### config.mk
export PLATFORM = sky130hd
export DESIGN_NAME = ex_int_mdu
export DESIGN_NICKNAME = d
export VERILOG_FILES = /design/src/rtl/ex_int_mdu_pkg.sv /design/src/rtl/ex_int_mdu_divider.sv /design/src/rtl/ex_int_mdu.sv
export SDC_FILE = /design/constraint.sdc
export NUM_CORES = 2
export LEC_CHECK = 0
export BUFFER_PORTS_ARGS = -buffer_cell sky130_fd_sc_hd__buf_2
export CAP_MARGIN = 20
export CORE_MARGIN = 10
export CORE_UTILIZATION = 60
export DETAILED_ROUTE_END_ITERATION = 12
export PLACE_DENSITY = 0.88
export SETUP_SLACK_MARGIN = 0.5
export SYNTH_ARGS = -nofsm -noshare
export SYNTH_HDL_FRONTEND = slang
export SYNTH_SLANG_ARGS = --single-unit
### constraint.sdc
create_clock -name clock -period 10.45 [get_ports clock]
set_input_delay 1.045 -clock clock [delete_from_list [all_inputs] [get_ports clock]]
set_output_delay 1.045 -clock clock [all_outputs]
set_load 0.05 [all_outputs]
### src/rtl/ex_int_mdu_pkg.sv
// Shared definitions for the integer multiply/divide unit: funct3 encodings,
// divider FSM states and default widths.
package ex_int_mdu_pkg;

  localparam int MDU_XLEN           = 32;
  localparam int MDU_TAG_WIDTH      = 6;
  localparam int PRF_INT_INDEX_SIZE = 7;

  localparam logic [2:0] MDU_OP_MUL    = 3'b000;
  localparam logic [2:0] MDU_OP_MULH   = 3'b001;
  localparam logic [2:0] MDU_OP_MULHSU = 3'b010;
  localparam logic [2:0] MDU_OP_MULHU  = 3'b011;
  localparam logic [2:0] MDU_OP_DIV    = 3'b100;
  localparam logic [2:0] MDU_OP_DIVU   = 3'b101;
  localparam logic [2:0] MDU_OP_REM    = 3'b110;
  localparam logic [2:0] MDU_OP_REMU   = 3'b111;

  localparam int MDU_DIV_LATENCY = MDU_XLEN + 3;

  typedef enum logic [2:0] {
    IDLE  = 3'd0,
    SETUP = 3'd1,
    ITER  = 3'd2,
    FIX   = 3'd3,
    DONE  = 3'd4
  } mdu_div_state_t;

  function automatic logic mdu_is_div(input logic [2:0] funct3);
    return funct3[2];
  endfunction

endpackage

### src/rtl/ex_int_mdu_divider.sv
// Iterative restoring divider, one quotient bit per cycle, RISC-V special cases.
// MDU_EARLY_OUT_EN: divide-by-zero and signed overflow skip the iterations.
module mdu_divider
  import ex_int_mdu_pkg::*;
#(
  parameter int XLEN = MDU_XLEN
) (
  input  logic            clock,
  input  logic            reset,
  input  logic            clear_en,
  input  logic            start,
  input  logic [1:0]      op,
  input  logic [XLEN-1:0] a,
  input  logic [XLEN-1:0] b,
  output logic            busy,
  output logic            done,
  output logic [XLEN-1:0] result
);

  localparam int CW = $clog2(XLEN);
  localparam logic [XLEN-1:0] INT_MIN = {1'b1, {(XLEN-1){1'b0}}};

  mdu_div_state_t  state_q, state_d;
  logic [1:0]      op_q, op_d;
  logic [XLEN-1:0] a_q, a_d, b_q, b_d, quo_q, quo_d, rem_q, rem_d;
  logic [CW-1:0]   cnt_q, cnt_d;
  logic            div0_q, div0_d, ovf_q, ovf_d, quo_neg_q, quo_neg_d, rem_neg_q, rem_neg_d;

  logic            is_signed_s, neg_a_s, neg_b_s, div0_s, ovf_s;
  logic [XLEN:0]   rem_sh_s, diff_s;
  logic [XLEN-1:0] quo_fix_s, rem_fix_s;

  always_comb begin
    is_signed_s = ~op_q[0];
    neg_a_s     = is_signed_s & a_q[XLEN-1];
    neg_b_s     = is_signed_s & b_q[XLEN-1];
    div0_s      = (b_q == '0);
    ovf_s       = is_signed_s & (a_q == INT_MIN) & (b_q == '1);
    rem_sh_s    = {rem_q, quo_q[XLEN-1]};
    diff_s      = rem_sh_s - {1'b0, b_q};
  end

  // Next-state and datapath update for the divide sequence.
  always_comb begin
    state_d   = state_q;
    op_d      = op_q;
    a_d       = a_q;
    b_d       = b_q;
    quo_d     = quo_q;
    rem_d     = rem_q;
    cnt_d     = cnt_q;
    div0_d    = div0_q;
    ovf_d     = ovf_q;
    quo_neg_d = quo_neg_q;
    rem_neg_d = rem_neg_q;
    case (state_q)
      IDLE, DONE: begin
        if (start) begin
          state_d = SETUP;
          op_d    = op;
          a_d     = a;
          b_d     = b;
        end else begin
          state_d = IDLE;
        end
      end
      SETUP: begin
        // a_q stays raw: it is the remainder for a divide by zero.
        quo_d     = neg_a_s ? -a_q : a_q;
        b_d       = neg_b_s ? -b_q : b_q;
        rem_d     = '0;
        cnt_d     = CW'(XLEN - 1);
        div0_d    = div0_s;
        ovf_d     = ovf_s;
        quo_neg_d = neg_a_s ^ neg_b_s;
        rem_neg_d = neg_a_s;
`ifdef MDU_EARLY_OUT_EN
        state_d   = (div0_s | ovf_s) ? FIX : ITER;
`else
        state_d   = ITER;
`endif
      end
      ITER: begin
        if (!diff_s[XLEN]) begin
          rem_d = diff_s[XLEN-1:0];
          quo_d = {quo_q[XLEN-2:0], 1'b1};
        end else begin
          rem_d = rem_sh_s[XLEN-1:0];
          quo_d = {quo_q[XLEN-2:0], 1'b0};
        end
        cnt_d   = cnt_q - CW'(1);
        state_d = (cnt_q == '0) ? FIX : ITER;
      end
      FIX:     state_d = DONE;
      default: state_d = IDLE;
    endcase
    if (clear_en) begin
      state_d = IDLE;
    end else begin
      state_d = state_d;
    end
  end

  // Divider state and datapath registers.
  always_ff @(posedge clock or posedge reset) begin
    if (reset) begin
      state_q   <= IDLE;
      op_q      <= 2'b00;
      a_q       <= '0;
      b_q       <= '0;
      quo_q     <= '0;
      rem_q     <= '0;
      cnt_q     <= '0;
      div0_q    <= 1'b0;
      ovf_q     <= 1'b0;
      quo_neg_q <= 1'b0;
      rem_neg_q <= 1'b0;
    end else begin
      state_q   <= state_d;
      op_q      <= op_d;
      a_q       <= a_d;
      b_q       <= b_d;
      quo_q     <= quo_d;
      rem_q     <= rem_d;
      cnt_q     <= cnt_d;
      div0_q    <= div0_d;
      ovf_q     <= ovf_d;
      quo_neg_q <= quo_neg_d;
      rem_neg_q <= rem_neg_d;
    end
  end

  // Sign application and special-case overrides, valid in FIX.
  always_comb begin
    quo_fix_s = quo_neg_q ? -quo_q : quo_q;
    rem_fix_s = rem_neg_q ? -rem_q : rem_q;
    if (div0_q) begin
      result = op_q[1] ? a_q : '1;
    end else if (ovf_q) begin
      result = op_q[1] ? '0 : INT_MIN;
    end else begin
      result = op_q[1] ? rem_fix_s : quo_fix_s;
    end
  end

  assign busy = (state_q == SETUP) | (state_q == ITER) | (state_q == FIX);
  // Result is presented in FIX so the top-level output register shows it in DONE.
  assign done = (state_q == FIX);

endmodule

### src/rtl/ex_int_mdu.sv
// Issue-pipe-2 multiply/divide unit: pipelined multiplier, iterative divider, shared output.
// MDU_EARLY_OUT_EN (in mdu_divider) shortens divide-by-zero / overflow latency to 3.
module ex_int_mdu
  import ex_int_mdu_pkg::*;
#(
  parameter int XLEN        = MDU_XLEN,
  parameter int TAG_WIDTH   = MDU_TAG_WIDTH,
  parameter int MUL_LATENCY = 3
) (
  input  logic                          clock,
  input  logic                          reset,
  input  logic                          clear_en,
  input  logic                          in_valid,
  input  logic [2:0]                    in_funct3,
  input  logic [XLEN-1:0]               in_rs1_value,
  input  logic [XLEN-1:0]               in_rs2_value,
  input  logic [PRF_INT_INDEX_SIZE-1:0] in_rd_index,
  input  logic [TAG_WIDTH-1:0]          in_tag,
  output logic                          busy,
  output logic                          out_valid,
  output logic [PRF_INT_INDEX_SIZE-1:0] out_rd_index,
  output logic [TAG_WIDTH-1:0]          out_tag,
  output logic [XLEN-1:0]               out_result
);

  logic accept_s, mul_accept_s, div_start_s, div_done_s;
  logic sign_a_s, sign_b_s;
  logic [XLEN:0]     a_ext_s, b_ext_s;
  logic [2*XLEN-1:0] prod_s;
  logic [XLEN-1:0]   mul_res_s, div_res_s;

  logic                          mul_nxt_v_s;
  logic [XLEN-1:0]               mul_nxt_res_s;
  logic [PRF_INT_INDEX_SIZE-1:0] mul_nxt_rd_s;
  logic [TAG_WIDTH-1:0]          mul_nxt_tag_s;

  logic [PRF_INT_INDEX_SIZE-1:0] div_rd_q, div_rd_d;
  logic [TAG_WIDTH-1:0]          div_tag_q, div_tag_d;
  logic                          out_valid_q, out_valid_d;
  logic [PRF_INT_INDEX_SIZE-1:0] out_rd_q, out_rd_d;
  logic [TAG_WIDTH-1:0]          out_tag_q, out_tag_d;
  logic [XLEN-1:0]               out_res_q, out_res_d;

  assign accept_s     = in_valid & ~busy & ~clear_en;
  assign mul_accept_s = accept_s & ~mdu_is_div(in_funct3);
  assign div_start_s  = accept_s & mdu_is_div(in_funct3);

  // XLEN+1-bit operand extension; the 2*XLEN product is exact modulo 2^(2*XLEN).
  always_comb begin
    sign_a_s  = (in_funct3 == MDU_OP_MULH) | (in_funct3 == MDU_OP_MULHSU);
    sign_b_s  = (in_funct3 == MDU_OP_MULH);
    a_ext_s   = {sign_a_s & in_rs1_value[XLEN-1], in_rs1_value};
    b_ext_s   = {sign_b_s & in_rs2_value[XLEN-1], in_rs2_value};
    prod_s    = {{(XLEN-1){a_ext_s[XLEN]}}, a_ext_s} * {{(XLEN-1){b_ext_s[XLEN]}}, b_ext_s};
    mul_res_s = (in_funct3[1:0] == 2'b00) ? prod_s[XLEN-1:0] : prod_s[2*XLEN-1:XLEN];
  end

  if (MUL_LATENCY > 1) begin : g_pipe
    localparam int NS = MUL_LATENCY - 1;
    logic [NS-1:0]                 v_q, v_d;
    logic [XLEN-1:0]               res_q [NS];
    logic [XLEN-1:0]               res_d [NS];
    logic [PRF_INT_INDEX_SIZE-1:0] rd_q  [NS];
    logic [PRF_INT_INDEX_SIZE-1:0] rd_d  [NS];
    logic [TAG_WIDTH-1:0]          tag_q [NS];
    logic [TAG_WIDTH-1:0]          tag_d [NS];

    // Shift the multiply stages; a flush kills every in-flight valid.
    always_comb begin
      v_d[0]   = mul_accept_s;
      res_d[0] = mul_res_s;
      rd_d[0]  = in_rd_index;
      tag_d[0] = in_tag;
      for (int i = 1; i < NS; i++) begin
        v_d[i]   = v_q[i-1] & ~clear_en;
        res_d[i] = res_q[i-1];
        rd_d[i]  = rd_q[i-1];
        tag_d[i] = tag_q[i-1];
      end
    end

    // Multiply stage registers.
    always_ff @(posedge clock or posedge reset) begin
      if (reset) begin
        v_q   <= '0;
        res_q <= '{default: '0};
        rd_q  <= '{default: '0};
        tag_q <= '{default: '0};
      end else begin
        v_q   <= v_d;
        res_q <= res_d;
        rd_q  <= rd_d;
        tag_q <= tag_d;
      end
    end

    assign mul_nxt_v_s   = v_q[NS-1];
    assign mul_nxt_res_s = res_q[NS-1];
    assign mul_nxt_rd_s  = rd_q[NS-1];
    assign mul_nxt_tag_s = tag_q[NS-1];
  end else begin : g_nopipe
    assign mul_nxt_v_s   = mul_accept_s;
    assign mul_nxt_res_s = mul_res_s;
    assign mul_nxt_rd_s  = in_rd_index;
    assign mul_nxt_tag_s = in_tag;
  end

  mdu_divider #(.XLEN(XLEN)) u_div (
    .clock    (clock),
    .reset    (reset),
    .clear_en (clear_en),
    .start    (div_start_s),
    .op       (in_funct3[1:0]),
    .a        (in_rs1_value),
    .b        (in_rs2_value),
    .busy     (busy),
    .done     (div_done_s),
    .result   (div_res_s)
  );

  // Divide shadow registers and the shared output register; outputs hold when idle.
  always_comb begin
    div_rd_d    = div_start_s ? in_rd_index : div_rd_q;
    div_tag_d   = div_start_s ? in_tag : div_tag_q;
    out_valid_d = (div_done_s | mul_nxt_v_s) & ~clear_en;
    if (clear_en) begin
      out_rd_d  = out_rd_q;
      out_tag_d = out_tag_q;
      out_res_d = out_res_q;
    end else if (div_done_s) begin
      out_rd_d  = div_rd_q;
      out_tag_d = div_tag_q;
      out_res_d = div_res_s;
    end else if (mul_nxt_v_s) begin
      out_rd_d  = mul_nxt_rd_s;
      out_tag_d = mul_nxt_tag_s;
      out_res_d = mul_nxt_res_s;
    end else begin
      out_rd_d  = out_rd_q;
      out_tag_d = out_tag_q;
      out_res_d = out_res_q;
    end
  end

  // Output and shadow registers.
  always_ff @(posedge clock or posedge reset) begin
    if (reset) begin
      div_rd_q    <= '0;
      div_tag_q   <= '0;
      out_valid_q <= 1'b0;
      out_rd_q    <= '0;
      out_tag_q   <= '0;
      out_res_q   <= '0;
    end else begin
      div_rd_q    <= div_rd_d;
      div_tag_q   <= div_tag_d;
      out_valid_q <= out_valid_d;
      out_rd_q    <= out_rd_d;
      out_tag_q   <= out_tag_d;
      out_res_q   <= out_res_d;
    end
  end

  assign out_valid    = out_valid_q & ~clear_en;
  assign out_rd_index = out_rd_q;
  assign out_tag      = out_tag_q;
  assign out_result   = out_res_q;

endmodule

### Yosys cells after proc, flatten, opt, wreduce, memory -nomap -nowiden

Cells that the tools add are included.

* register bits after elaboration: 293
* logic and storage cells: 101

* $add $sub $neg: 6
* multipliers: 1
* equality and inequality tests: 10
* muxes and demuxes: 27
* bitwise logic cells: 22
* reduce and logical (&&, ||, !) cells: 11

Operator list (number)
* $mux W32: 14
* $pmux W32 S2: 3
* $neg A32 Y32: 4
* $eq A32 B32 Y1 const B: 2
* $mul A33 B33 Y64: 1
* $sub A33 B32 Y33: 1
* $logic_not A32 Y1: 1
* $mux W7: 2
* $and A1 B1 Y1: 13
* $mux W6: 2
* $pmux W3 S4: 1
* $pmux W5 S2: 1
* $eq A3 B2 Y1 const B: 3
* $eq A3 B1 Y1 const B: 2
* $reduce_bool A2 Y1: 3
* $logic_not A5 Y1: 1
* $sub A5 B1 Y5 const B: 1
* $not A1 Y1: 4
* $or A1 B1 Y1: 4
* $reduce_and A2 Y1: 2
* $eq A3 B3 Y1 const B: 1
* $logic_not A3 Y1: 1
* $mux W1: 3
* $mux W3: 1
* other kinds (6): 6

### Logic depth before layout (Yosys ltp)

* depth after elaboration: 10
* gate-level depth with buffers: 31

### Cells and area by module

Synthesis repeated with hierarchy kept, for this count alone.

* cells, all modules: 5964
* area, all modules: 54004.3 µm²

By module, submodules not included
* ex_int_mdu: instances 1, cells an instance 4621, area each 43112.6 µm²
* mdu_divider: instances 1, cells an instance 1343, area each 10891.7 µm²

### Worst setup path after synthesis

No wires, ideal clock.

* path type: input port to flip-flop
* start: in in_rs1_value[31]
* end: reg g_pipe.res_q (netlist bit g_pipe.res_d[31])
* arrival time: 9106 ps
* required time: 10363 ps
* path slack: 1257 ps
* cell stages on the path: 27
* path buffers: 2
* path through: clkbuf_1 nor3b_1 clkbuf_1 nand2_1 fa_1 fa_1 inv_1 fa_1 inv_1 fa_1 inv_1 fa_1 fa_1 fa_1 inv_1 fa_1 inv_1 ha_1 a21oi_1 nand2_1 a2111oi_0 o21ai_0 a21oi_1 o211ai_1 and4_1 or4_1 o211ai_1

RTL lines
* start: declaration: RTL line ex_int_mdu.sv:15 `input logic [XLEN-1:0] in_rs1_value,`
* end signal: assignment: RTL line ex_int_mdu.sv:91 `res_q <= res_d;`
* end: declaration: RTL line ex_int_mdu.sv:61 `logic [XLEN-1:0] res_q [NS];`

==> results.tsv <==
stage	metric	value	unit
outcome	status	complete, no violations	
yosys	Post-Synthesis Cells	5958	
yosys	Syn. warnings	0	
yosys	Synth Cell Area	53600	um2
cells_and_area	share of layout cells above drive strength 1	5.20	%
floorplanning	die height	319	um
yosys	synthesized area per cell	9.00	um2
cts	setup bufs post-CTS	0	
yosys	Synth async-reset ratio	100	%
floorplanning	Core ar.	88500	um2
route	final WL	153000	um
yosys	top_reg_cell synth	dfrtp_1	
setup_path	reg2reg setup slack	5.62	ns
cells_and_area	commonest non-fill, non-tap cells in the layout	inv_1 (1227), fa_1 (1126), nand2_1 (1066)	
timing	Worst slew margin	23.2	%
worst_hold_path	Hold WC Path Type	reg2reg	
worst_hold_path	Worst Min Path Start	g_pipe.rd_d[3]	
setup_path	reg2reg start	u_div.quo_q[31]	
timing	fin worst setup slack	1.24	ns
run	# Max-Cap Violations	0	
setup_path	Setup crit end kind	register	
global_route	total gr overflow	0	
cts	# hold bufs at CTS	0	
route	drt pass-1 iters	6	
cells_and_area	final-stage net count	7306	
route	routed via count	42400	
timing	fmax	109	MHz
worst_hold_path	Worst Hold End	mul_nxt_rd_s[3]	
global_route	largest net degree at the start of global routing	169	
global_route	vias in the first global route	45500	
setup_path	WP data required	10.95	ns
setup_path	Setup CP Type	in2reg	
global_route	gr usage total	30.4	%
cts	Num CTS Buffers	31	
cells_and_area	Register Area	7330	um2
cts	Reg clk slew, reported paths	0.06	ns
place	I/O Buffers	130	
setup_path	max incr delay on CP	0.78	ns
setup_path	Worst path slowest cell	fa_1	
timing	RSZ-0062 raised after global routing	no	
place	dpl hpwl	121000	um
setup_path	reg2reg end	u_div.rem_q[4]	
cts	CTS tree	done	
yosys	post-synthesis sequential area ratio	13.7	%
timing	count of pins over their slew limit	0	
place	RD Place Congestion	0.975	
cts	CTS sink count	293	
yosys	syn nets	7418	
timing	Worst Tran Pin Value	1.15	ns
route	Via density	6.02	
cts	Clock Path Buffers	3	
route	number of routed nets with antenna violations	0	
timing	setup TNS	0	ns
timing	final worst-path cycle share	88.1	%
cells_and_area	multi-input logic area	40400	um2
floorplanning	die area	102000	um2
yosys	Synth cell types	77	
timing	hold slack	0.346	ns
cells_and_area	filler instances	6714	
cts	Post-CTS Resized	0	
route	DRC viols	0	
setup_path	most used cell, CP	fa_1	
floorplanning	die span in x	319	um
setup_path	Worst EP arrival	9.71	ns
timing	Final Critical Period	9.21	ns
yosys	FF+latch count, synth	293	
timing	clock skew	0.0153	ns
setup_path	Reg2Reg Depth	15	
global_route	first-pass GRT wire length	246000	um
cts	Clock Latency Late Sink	0.59	ns
setup_path	crit-path max FO	31	
global_route	initial antenna violation count	13	
route	Iter 0 DRT Violations	4103	
floorplanning	row cnt	109	
floorplanning	initial core utilization	60.6	%
place	pre-CTS WS	0.718	ns
cells_and_area	most common cell after layout, fill and taps aside	inv_1	
worst_hold_path	worst hold path cell count	0	
cts	Clk Tree Root Cell	clkbuf_16	
setup_path	crit start category	primary input	
route	post-DR wirelength/cell	21.8	um
timing	final hold vios	0	
yosys	Post-synth EDFFs	0	
cts	H-tree depth	1	
cells_and_area	Layout area overhead	4.72	%
floorplanning	number of I/O pins	131	
timing	# setup viols final	0	
-- area by class of cell --
type                            instances  share of cell area, %
Sequential cell                       293                   13.1
Antenna cell                            6                 0.0267
Tap cell                             1165                   2.60
Clock buffer                           45                   1.62
Timing Repair Buffer                  199                   2.10
Inverter                             1230                   8.23
Clock inverter                         13                  0.379
Multi-Input combinational cell       4091                   72.0
-- routing by layer --
layer / GRT usage (%) / up-vias / wire (um)
met4: 15.3 / 12 / 9010
li1: - / 17800 / -
met3: 6.50 / 578 / 16600
met5: 0 / - / 76
met2: 49.0 / 2561 / 71500
met1: 38.6 / 21400 / 56100
-- worst max-delay path, delay by kind of cell --
kind | cells | cell delay, ns
AOI/OAI and AO/OA | 6 | 1.32
xor gates and xnor gates | 1 | 0.22
adders and majority gates | 9 | 4.77
buffers and inverters | 10 | 1.23
and+or+nand+nor | 5 | 1.06
-- worst max-delay path by stage --
stage | startpoint | slack [ns] | end | cells after the start
after floorplan | in_rs1_value[31] | 1.26 | g_pipe.res_d[31] | 27
after global placement | in_funct3[0] | 0.92 | g_pipe.res_d[31] | 31
after detailed placement | in_funct3[0] | 0.72 | g_pipe.res_d[31] | 31
after CTS | in_funct3[0] | 1.29 | g_pipe.res_d[31] | 31
after global routing | in_funct3[0] | 0.80 | g_pipe.res_d[31] | 31
final | in_funct3[0] | 1.24 | g_pipe.res_d[31] | 31
-- stage by stage --
step / std cells / cell area [um2] / utilization (%)
3_5_place_dp: 6977 / 55000 / 62.2
6_report: 7042 / 56200 / 63.5
3_3_place_gp: 6977 / 55000 / 62.2
4_1_cts: 7035 / 56100 / 63.4
5_1_grt: 7040 / 56200 / 63.5
2_1_floorplan: 5958 / 53600 / -
-- state kept, by name (all words and copies together) (netlist names), 3 cells and up --
| name | count |
|---|---|
| div_rd_q | 7 |
| div_tag_q | 6 |
| g_pipe.rd_d | 7 |
| g_pipe.res_d | 32 |
| g_pipe.tag_d | 6 |
| mul_nxt_rd_s | 7 |
| mul_nxt_res_s | 32 |
| mul_nxt_tag_s | 6 |
| out_rd_index | 7 |
| out_result | 32 |
| out_tag | 6 |
| u_div.a_q | 32 |
| u_div.b_q | 32 |
| u_div.cnt_q | 5 |
| u_div.quo_q | 32 |
| u_div.rem_q | 32 |
| u_div.state_q | 3 |
-- logic make-up after synthesis --
| kind of cell | after synthesis | synth area share, % |
|---|---|---|
| AOI/OAI and AO/OA | 695 | 8.23 |
| xor gates and xnor gates | 191 | 3.12 |
| adders and majority gates | 1376 | 47.9 |
| buffers and inverters | 1574 | 11.0 |
| DFF | 293 | 13.7 |
| muxes | 49 | 0.945 |
| and+or+nand+nor | 1780 | 15.1 |
-- Yosys cell counts (38+ instances only) --
| cell type | number | area [um2] |
|---|---|---|
| inv_1 | 1228 | 4610 |
| fa_1 | 1126 | 22500 |
| nand2_1 | 1066 | 4000 |
| clkbuf_1 | 332 | 1250 |
| and2_1 | 313 | 1960 |
| dfrtp_1 | 293 | 7330 |
| ha_1 | 250 | 3130 |
| o21ai_0 | 203 | 1020 |
| a21oi_1 | 166 | 831 |
| nor2_1 | 144 | 541 |
| xnor2_1 | 133 | 1160 |
| xor2_1 | 58 | 508 |
| a22oi_1 | 42 | 315 |
| nand3_1 | 41 | 205 |
| a21o_1 | 38 | 285 |
| nor3_1 | 38 | 190 |
Power is not shown: default switching activity piles up to over one toggle a cycle in this logic, so the estimate is an artifact.
